`src/rtl/dfi_rd_return.sv`:
```
// dfi_rd_return: read-return stage behind the DFI read port.
//
// Schedules dfi_rddata_en cfg_trddata_en cycles after each accepted RD command. Captures DFI
// read beats, tags them with the command ID and buffers them in a beat FIFO. The FIFO drains
// to the scheduler over a valid/ready channel. RD credit reserves beat FIFO space at issue
// time, so captured data always has room.
//
// Optional feature (compile-time macro DFI_RD_DNV_EN):
//   defined   - captured beat err = |dfi_rddata_dnv, carried through the FIFO to r_err
//   undefined - dfi_rddata_dnv ignored, r_err tied to 0, no err bit stored
//
// Ports:
//   clk, rst_n          clock (rising edge), asynchronous active-low reset
//   cfg_trddata_en      RD issue -> first dfi_rddata_en delay in cycles (>= 1, quasi-static)
//   rd_issue, rd_id     RD command strobe and its ID
//   rd_credit           registered: one more RD may be issued next cycle
//   dfi_rddata_en       DFI read enable
//   dfi_rddata*         DFI read data, valid and per-byte data-not-valid
//   r_valid/r_ready     response beat handshake; r_id, r_data, r_last, r_err carry the beat
//   err_sticky          protocol violation seen (overlap, spurious data, issue w/o credit)
module dfi_rd_return #(
  parameter int unsigned BURST_BEATS     = 2,
  parameter int unsigned ID_WIDTH        = 4,
  parameter int unsigned MAX_OUTSTANDING = 4,
  parameter int unsigned DATA_DEPTH      = 16,
  parameter int unsigned TRD_WIDTH       = 5
) (
  input  logic                 clk,
  input  logic                 rst_n,
  input  logic [TRD_WIDTH-1:0] cfg_trddata_en,
  input  logic                 rd_issue,
  input  logic [ID_WIDTH-1:0]  rd_id,
  output logic                 rd_credit,
  output logic                 dfi_rddata_en,
  input  logic [127:0]         dfi_rddata,
  input  logic                 dfi_rddata_valid,
  input  logic [15:0]          dfi_rddata_dnv,
  output logic                 r_valid,
  input  logic                 r_ready,
  output logic [ID_WIDTH-1:0]  r_id,
  output logic [127:0]         r_data,
  output logic                 r_last,
  output logic                 r_err,
  output logic                 err_sticky
);

  localparam int unsigned EnW = 2**TRD_WIDTH + BURST_BEATS;
  localparam int unsigned BcW = (BURST_BEATS > 1) ? $clog2(BURST_BEATS) : 1;
  localparam int unsigned TpW = (MAX_OUTSTANDING > 1) ? $clog2(MAX_OUTSTANDING) : 1;
  localparam int unsigned TcW = $clog2(MAX_OUTSTANDING + 1);
  localparam int unsigned DpW = (DATA_DEPTH > 1) ? $clog2(DATA_DEPTH) : 1;
  localparam int unsigned DcW = $clog2(DATA_DEPTH + 1);

  localparam logic [EnW-1:0] BurstMask = {{(EnW-BURST_BEATS){1'b0}}, {BURST_BEATS{1'b1}}};

  typedef struct packed {
    logic [ID_WIDTH-1:0] id;
    logic [127:0]        data;
    logic                last;
`ifdef DFI_RD_DNV_EN
    logic                err;
`endif
  } beat_t;

  // Enable scheduling
  logic [EnW-1:0] en_q, en_d, new_bits;
  logic           issue_ok, overlap;

  // Tag FIFO and beat counter
  logic [ID_WIDTH-1:0] tag_mem [MAX_OUTSTANDING];
  logic [TpW-1:0]      tag_wp_q, tag_rp_q;
  logic [TcW-1:0]      tag_cnt_q, tag_cnt_d;
  logic                tag_push, tag_pop, tag_empty;
  logic [BcW-1:0]      beat_cnt_q, beat_cnt_d;
  logic                beat_last, capture, spurious;

  // Beat FIFO
  beat_t               beat_mem [DATA_DEPTH];
  logic [DpW-1:0]      data_wp_q, data_rp_q;
  logic [DcW-1:0]      data_cnt_q, data_cnt_d;
  logic                beat_push, beat_pop, data_full;
  beat_t               wr_beat, head;

  // Credit and error
  logic [31:0]         reserved;
  logic                credit_q, credit_d;
  logic                err_q, err_d;

  assign issue_ok = rd_issue & credit_q;

  // Bits for a new command are placed at d.. before the shift, so bit 0 of the registered
  // vector goes high exactly d cycles after the issue cycle.
  always_comb begin
    new_bits = issue_ok ? (BurstMask << cfg_trddata_en) : '0;
    overlap  = |(en_q & new_bits);
    en_d     = (en_q | new_bits) >> 1;
  end

  assign tag_empty = (tag_cnt_q == '0);
  assign beat_last = (beat_cnt_q == BcW'(BURST_BEATS - 1));
  assign capture   = dfi_rddata_valid & ~tag_empty;
  assign spurious  = dfi_rddata_valid & tag_empty;
  assign tag_push  = issue_ok;
  assign tag_pop   = capture & beat_last;

  always_comb begin
    tag_cnt_d  = tag_cnt_q + TcW'(tag_push) - TcW'(tag_pop);
    beat_cnt_d = beat_cnt_q;
    if (capture) begin
      beat_cnt_d = beat_last ? '0 : beat_cnt_q + 1'b1;
    end
  end

  assign data_full = (data_cnt_q == DcW'(DATA_DEPTH));
  assign beat_pop  = r_valid & r_ready;
  // Credit keeps the FIFO from filling; the full guard only protects against misuse.
  assign beat_push = capture & (~data_full | beat_pop);

  always_comb begin
    wr_beat      = '0;
    wr_beat.id   = tag_mem[tag_rp_q];
    wr_beat.data = dfi_rddata;
    wr_beat.last = beat_last;
`ifdef DFI_RD_DNV_EN
    wr_beat.err  = |dfi_rddata_dnv;
`endif
  end

`ifndef DFI_RD_DNV_EN
  logic unused_dnv;
  assign unused_dnv = ^dfi_rddata_dnv;
`endif

  assign data_cnt_d = data_cnt_q + DcW'(beat_push) - DcW'(beat_pop);

  // Credit is computed from next-state counts so an issue this cycle is already reflected
  // in the registered credit of the next cycle.
  always_comb begin
    reserved = 32'(data_cnt_d) + BURST_BEATS * 32'(tag_cnt_d) - 32'(beat_cnt_d);
    credit_d = (reserved + BURST_BEATS <= DATA_DEPTH) && (tag_cnt_d != TcW'(MAX_OUTSTANDING));
    err_d    = err_q | overlap | spurious | (rd_issue & ~credit_q);
  end

  always_ff @(posedge clk or negedge rst_n) begin
    if (!rst_n) begin
      en_q       <= '0;
      tag_wp_q   <= '0;
      tag_rp_q   <= '0;
      tag_cnt_q  <= '0;
      beat_cnt_q <= '0;
      data_wp_q  <= '0;
      data_rp_q  <= '0;
      data_cnt_q <= '0;
      credit_q   <= 1'b1;
      err_q      <= 1'b0;
    end else begin
      en_q       <= en_d;
      tag_cnt_q  <= tag_cnt_d;
      beat_cnt_q <= beat_cnt_d;
      data_cnt_q <= data_cnt_d;
      credit_q   <= credit_d;
      err_q      <= err_d;
      if (tag_push) begin
        tag_wp_q <= (tag_wp_q == TpW'(MAX_OUTSTANDING - 1)) ? '0 : tag_wp_q + 1'b1;
      end
      if (tag_pop) begin
        tag_rp_q <= (tag_rp_q == TpW'(MAX_OUTSTANDING - 1)) ? '0 : tag_rp_q + 1'b1;
      end
      if (beat_push) begin
        data_wp_q <= (data_wp_q == DpW'(DATA_DEPTH - 1)) ? '0 : data_wp_q + 1'b1;
      end
      if (beat_pop) begin
        data_rp_q <= (data_rp_q == DpW'(DATA_DEPTH - 1)) ? '0 : data_rp_q + 1'b1;
      end
    end
  end

  // Storage arrays need no reset: occupancy counters decide what is valid.
  always_ff @(posedge clk) begin
    if (tag_push) begin
      tag_mem[tag_wp_q] <= rd_id;
    end
    if (beat_push) begin
      beat_mem[data_wp_q] <= wr_beat;
    end
  end

  assign head          = beat_mem[data_rp_q];
  assign r_valid       = (data_cnt_q != '0);
  // Outputs are gated so they read 0 whenever no beat is presented.
  assign r_id          = r_valid ? head.id   : '0;
  assign r_data        = r_valid ? head.data : '0;
  assign r_last        = r_valid & head.last;
`ifdef DFI_RD_DNV_EN
  assign r_err         = r_valid & head.err;
`else
  assign r_err         = 1'b0;
`endif
  assign rd_credit     = credit_q;
  assign dfi_rddata_en = en_q[0];
  assign err_sticky    = err_q;

endmodule
```
`config.mk`:
```
export PLATFORM = sky130hd
export DESIGN_NAME = dfi_rd_return
export DESIGN_NICKNAME = d
export VERILOG_FILES = /design/src/rtl/dfi_rd_return.sv
export SDC_FILE = /design/constraint.sdc
export NUM_CORES = 2
export LEC_CHECK = 0
export ABC_AREA = 1
export CORE_MARGIN = 2
export CORE_UTILIZATION = 52
export CTS_CLUSTER_DIAMETER = 120
export DETAILED_ROUTE_END_ITERATION = 8
export DONT_BUFFER_PORTS = 1
export PLACE_DENSITY = 0.67
export SETUP_SLACK_MARGIN = 0.1
export SYNTH_ARGS = -nofsm -noshare
export SYNTH_HDL_FRONTEND = slang
export SYNTH_SLANG_ARGS = --single-unit
```
`constraint.sdc`:
```
create_clock -name clk -period 12.6 [get_ports clk]
set_input_delay 1.26 -clock clk [delete_from_list [all_inputs] [get_ports clk]]
set_output_delay 1.26 -clock clk [all_outputs]
set_load 0.02 [all_outputs]
```
==> reports/results.tsv <==
stage	metric	value	unit
cts	TritonCTS clock tree	built	
detailed_routing	DR vias/cell	6.00	
yosys	top-count cell post-synth	edfxtp_1	
die	row count	150	
setup_path	Worst Setup SP	data_rp_q[0]	
setup_path	worst-path fanout max	89	
cts	post-cts sizing count	0	
yosys	register area share after synthesis	0.757	
timing	Worst Tran Pin Value	1.23	ns
die	# IOs	296	
timing	Finish-stage setup viols	0	
timing	setup tns final	0	ns
min_path	hold crit path type	in -> async	
setup_path	WP data required	11.34	ns
setup_path	kind of critical path	reg -> out	
timing	fin crit period	7.86	ns
detailed_routing	DRT Wirelength	208000	um
timing	final period utilization	0.624	
pwr	Leakage Power	0.0310	uW
detailed_routing	drt first pass iters	6	
cts	Num CTS Buffers	217	
pwr	P_sw	8640	uW
detailed_routing	Iter 0 DRT Violations	4952	
setup_path	CP Cell Sequence	buf_4, buf_4, buf_4, buf_4, nor2_1, o32ai_1, nand2_1, nand2_1, inv_2, a21oi_1	
setup_path	Crit path depth	10	
cts	TritonCTS Sinks	2199	
pwr	peak supply drop	0.000259	V
setup_path	crit path DAT	6.60	ns
pwr	Switching Fraction	0.376	
die	Placeable Area	167000	sq um
cts	H-tree levels	4	
yosys	Cell Area, Synth	86900	sq um
yosys	leading area contributor after synthesis	edfxtp_1	
die	Die Span Y	413	um
yosys	Synth Area per Inst	13.8	sq um
cts	setup repair bufs after CTS	0	
detailed_routing	uppermost routed layer	met4	
yosys	YS warnings	0	
yosys	flops & latches, synth	2199	
pwr	Clock Power Share	0.264	
setup_path	Crit Reg-Reg Endpoint	beat_mem[0][33]	
pwr	Flop pwr share	0.397	
outcome	status	complete, no violations	
setup_path	reg2reg setup slack	7.50	ns
detailed_routing	Final ANT Viol Nets	0	
setup_path	Most Frequent Cell on Critical Path	buf_4	
grt	first-pass GRT wire length	308000	um
placed_design	RePlAce Congestion	0.800	
cts	clk_lat worst skew	0.86	ns
timing	clk_skew	0.0204	ns
timing	Slew Viols, Final	0	
yosys	Area contributors post-synth	edfxtp_1, nor2_1, o21ai_0, o32ai_1, nand2_1	
detailed_routing	drt drc	0	
yosys	Yosys top cell area share	0.741	
pwr	Power Total	23000	uW
job	MaxCap Viol Count	0	
grt	antenna violations before repair	2	
die	die width	413	um
yosys	Mapped Cells	6308	
setup_path	Worst setup SP type	register	
setup_path	family with the most delay on the worst path	buffers and inverters	
finish	nets@finish	6371	
grt	Total GRT Usage	0.242	
detailed_routing	post-DR wirelength/cell	24.4	um
setup_path	CP max stage delay	0.90	ns
detailed_routing	Via Count	51345	
yosys	Synth Net Count	6497	
yosys	number of synthesized flops with an enable pin	2144	
timing	RSZ-0062 raised after global routing	false	
placed_design	I/O Buffers	0	
setup_path	Critical-path top delay cell	buf_4	
die	die area	170000	sq um
finish	layout cells sized above 1	0.0790	
pwr	PD cells	241	nW/um^2
setup_path	R2R Path Start	data_cnt_q[2]	
cts	Hold Buf Count CTS	0	
detailed_routing	met3 WL	17000	um
die	Initial Util	0.521	
cts	Root Buffer Master	clkbuf_16	
setup_path	Worst setup EP type	primary output	
cts	Reg clk slew, reported paths	0.06	ns
grt	GR Overflow Total	0	
setup_path	Worst setup endpoint	r_data[125]	
timing	relative slew slack	0.179	
grt	vias in the first global route	49877	
finish	Area Overhead vs Synth	9.64	%
timing	Final Hold Fails	0	
yosys	Distinct cells, synth	39	
detailed_routing	M1 wire length	86100	um
yosys	async set or reset register ratio after synthesis	0.0250	
grt	largest net degree at the start of global routing	239	
setup_path	FF-to-FF path depth	13	
yosys	Main synth FF type	edfxtp_1	
pwr	P_int	14300	uW
yosys	Post-synth top cells	edfxtp_1, nor2_1, o21ai_0, nand2_1, o32ai_1	
placed_design	DP HPWL	99100	um
detailed_routing	met2 wire length	99600	um
pwr	combinational power share	0.339	
setup_path	CP bufs+invs	5	
timing	Fmax	127	MHz
cts	clock tree buffer depth	3	
==> through the flow <==
| step | hold slack, ns | util | std cells | setup slack, ns | cell area [sq um] |
|---|---|---|---|---|---|
| after global routing | 0.0570 | 0.572 | 8559 | 4.42 | 95300 |
| after CTS | 0.0413 | 0.572 | 8559 | 4.72 | 95300 |
| after floorplan | 0.422 | - | 6308 | 4.66 | 86900 |
| after global placement | 0.432 | 0.532 | 8167 | 5.68 | 88600 |
| final | 0.112 | 0.572 | 8560 | 4.74 | 95300 |
| after detailed placement | 0.438 | 0.532 | 8167 | 5.66 | 88600 |
==> layer usage <==
layer,global-route usage,vias up
met4,0.0744,0
li1,-,23290
met3,0.0549,332
met5,0,-
met1,0.324,25942
met2,0.395,1781
==> how the worst min path moves through the flow <==
stage	to	cells past startpoint	slack [ns]
floorplan	en_q[15]	2	0.42
global placement	en_q[15]	2	0.43
detailed placement	en_q[15]	2	0.44
CTS	en_q[17]	0	0.04
global route	en_q[17]	0	0.06
finish	en_q[2]	0	0.11
==> cells in the final DEF, fill, tap and decap left out, types with 7 or more instances in the layout <==
cell type / netlist / routed
a21oi_1: 50 / 50
o221ai_1: 154 / 154
a21oi_2: 31 / 31
inv_2: 77 / 72
nor3_1: 13 / 13
nor2_4: 0 / 17
bufinv_16: 0 / 9
clkbuf_16: 0 / 219
clkinv_1: 2 / 47
dfrtp_1: 54 / 51
a31oi_1: 58 / 58
o21ai_1: 37 / 37
ha_1: 28 / 28
buf_12: 0 / 10
edfxtp_1: 2144 / 2144
inv_1: 70 / 70
nand3_1: 124 / 124
nor2_1: 1348 / 1331
buf_4: 48 / 76
o21ai_0: 685 / 685
mux2i_1: 154 / 154
o32ai_1: 266 / 266
inv_6: 0 / 7
clkinv_2: 0 / 32
nand2_1: 418 / 418
o211ai_1: 113 / 113
a21o_1: 19 / 19
clkbuf_1: 260 / 66
==> cell type report <==
type	instances	area, sq um
tap	2204	2760
timing repair buffer	86	771
inverter	149	584
sequential	2199	65800
fill	12958	71400
clock buffer	289	5780
clock inverter	103	847
multi-input combinational	3529	18800
antenna	1	2.50
==> kinds of logic after synthesis <==
family | Yosys count | share of synthesized area
compound gates | 1420 | 0.106
xor+xnor | 7 | 0.000706
fa+ha+maj | 31 | 0.00472
buf+inv | 580 | 0.0289
flops | 2199 | 0.757
mux | 154 | 0.0177
other cells | 1 | 0.0000432
simple gates | 1916 | 0.0851
==> power by group through the flow <==
stage | Clock, uW | Sequential (uW) | Combinational [uW]
6_report | 6070 | 9120 | 7780
5_1_grt | 6450 | 9180 | 8540
4_1_cts | 6170 | 9120 | 7820
3_5_place_dp | 0 | 9270 | 7790
3_3_place_gp | 0 | 9250 | 7670
2_1_floorplan | 0 | 9270 | 5720
==> flip-flops by register name, indices dropped and copies added (netlist names), 2 cells and up <==
name,count
beat_mem,2128
data_cnt_q,5
data_rp_q,4
data_wp_q,4
en_q,32
tag_cnt_q,3
tag_mem,16
tag_rp_q,2
tag_wp_q,2
Power figures use the tool's default switching activity.
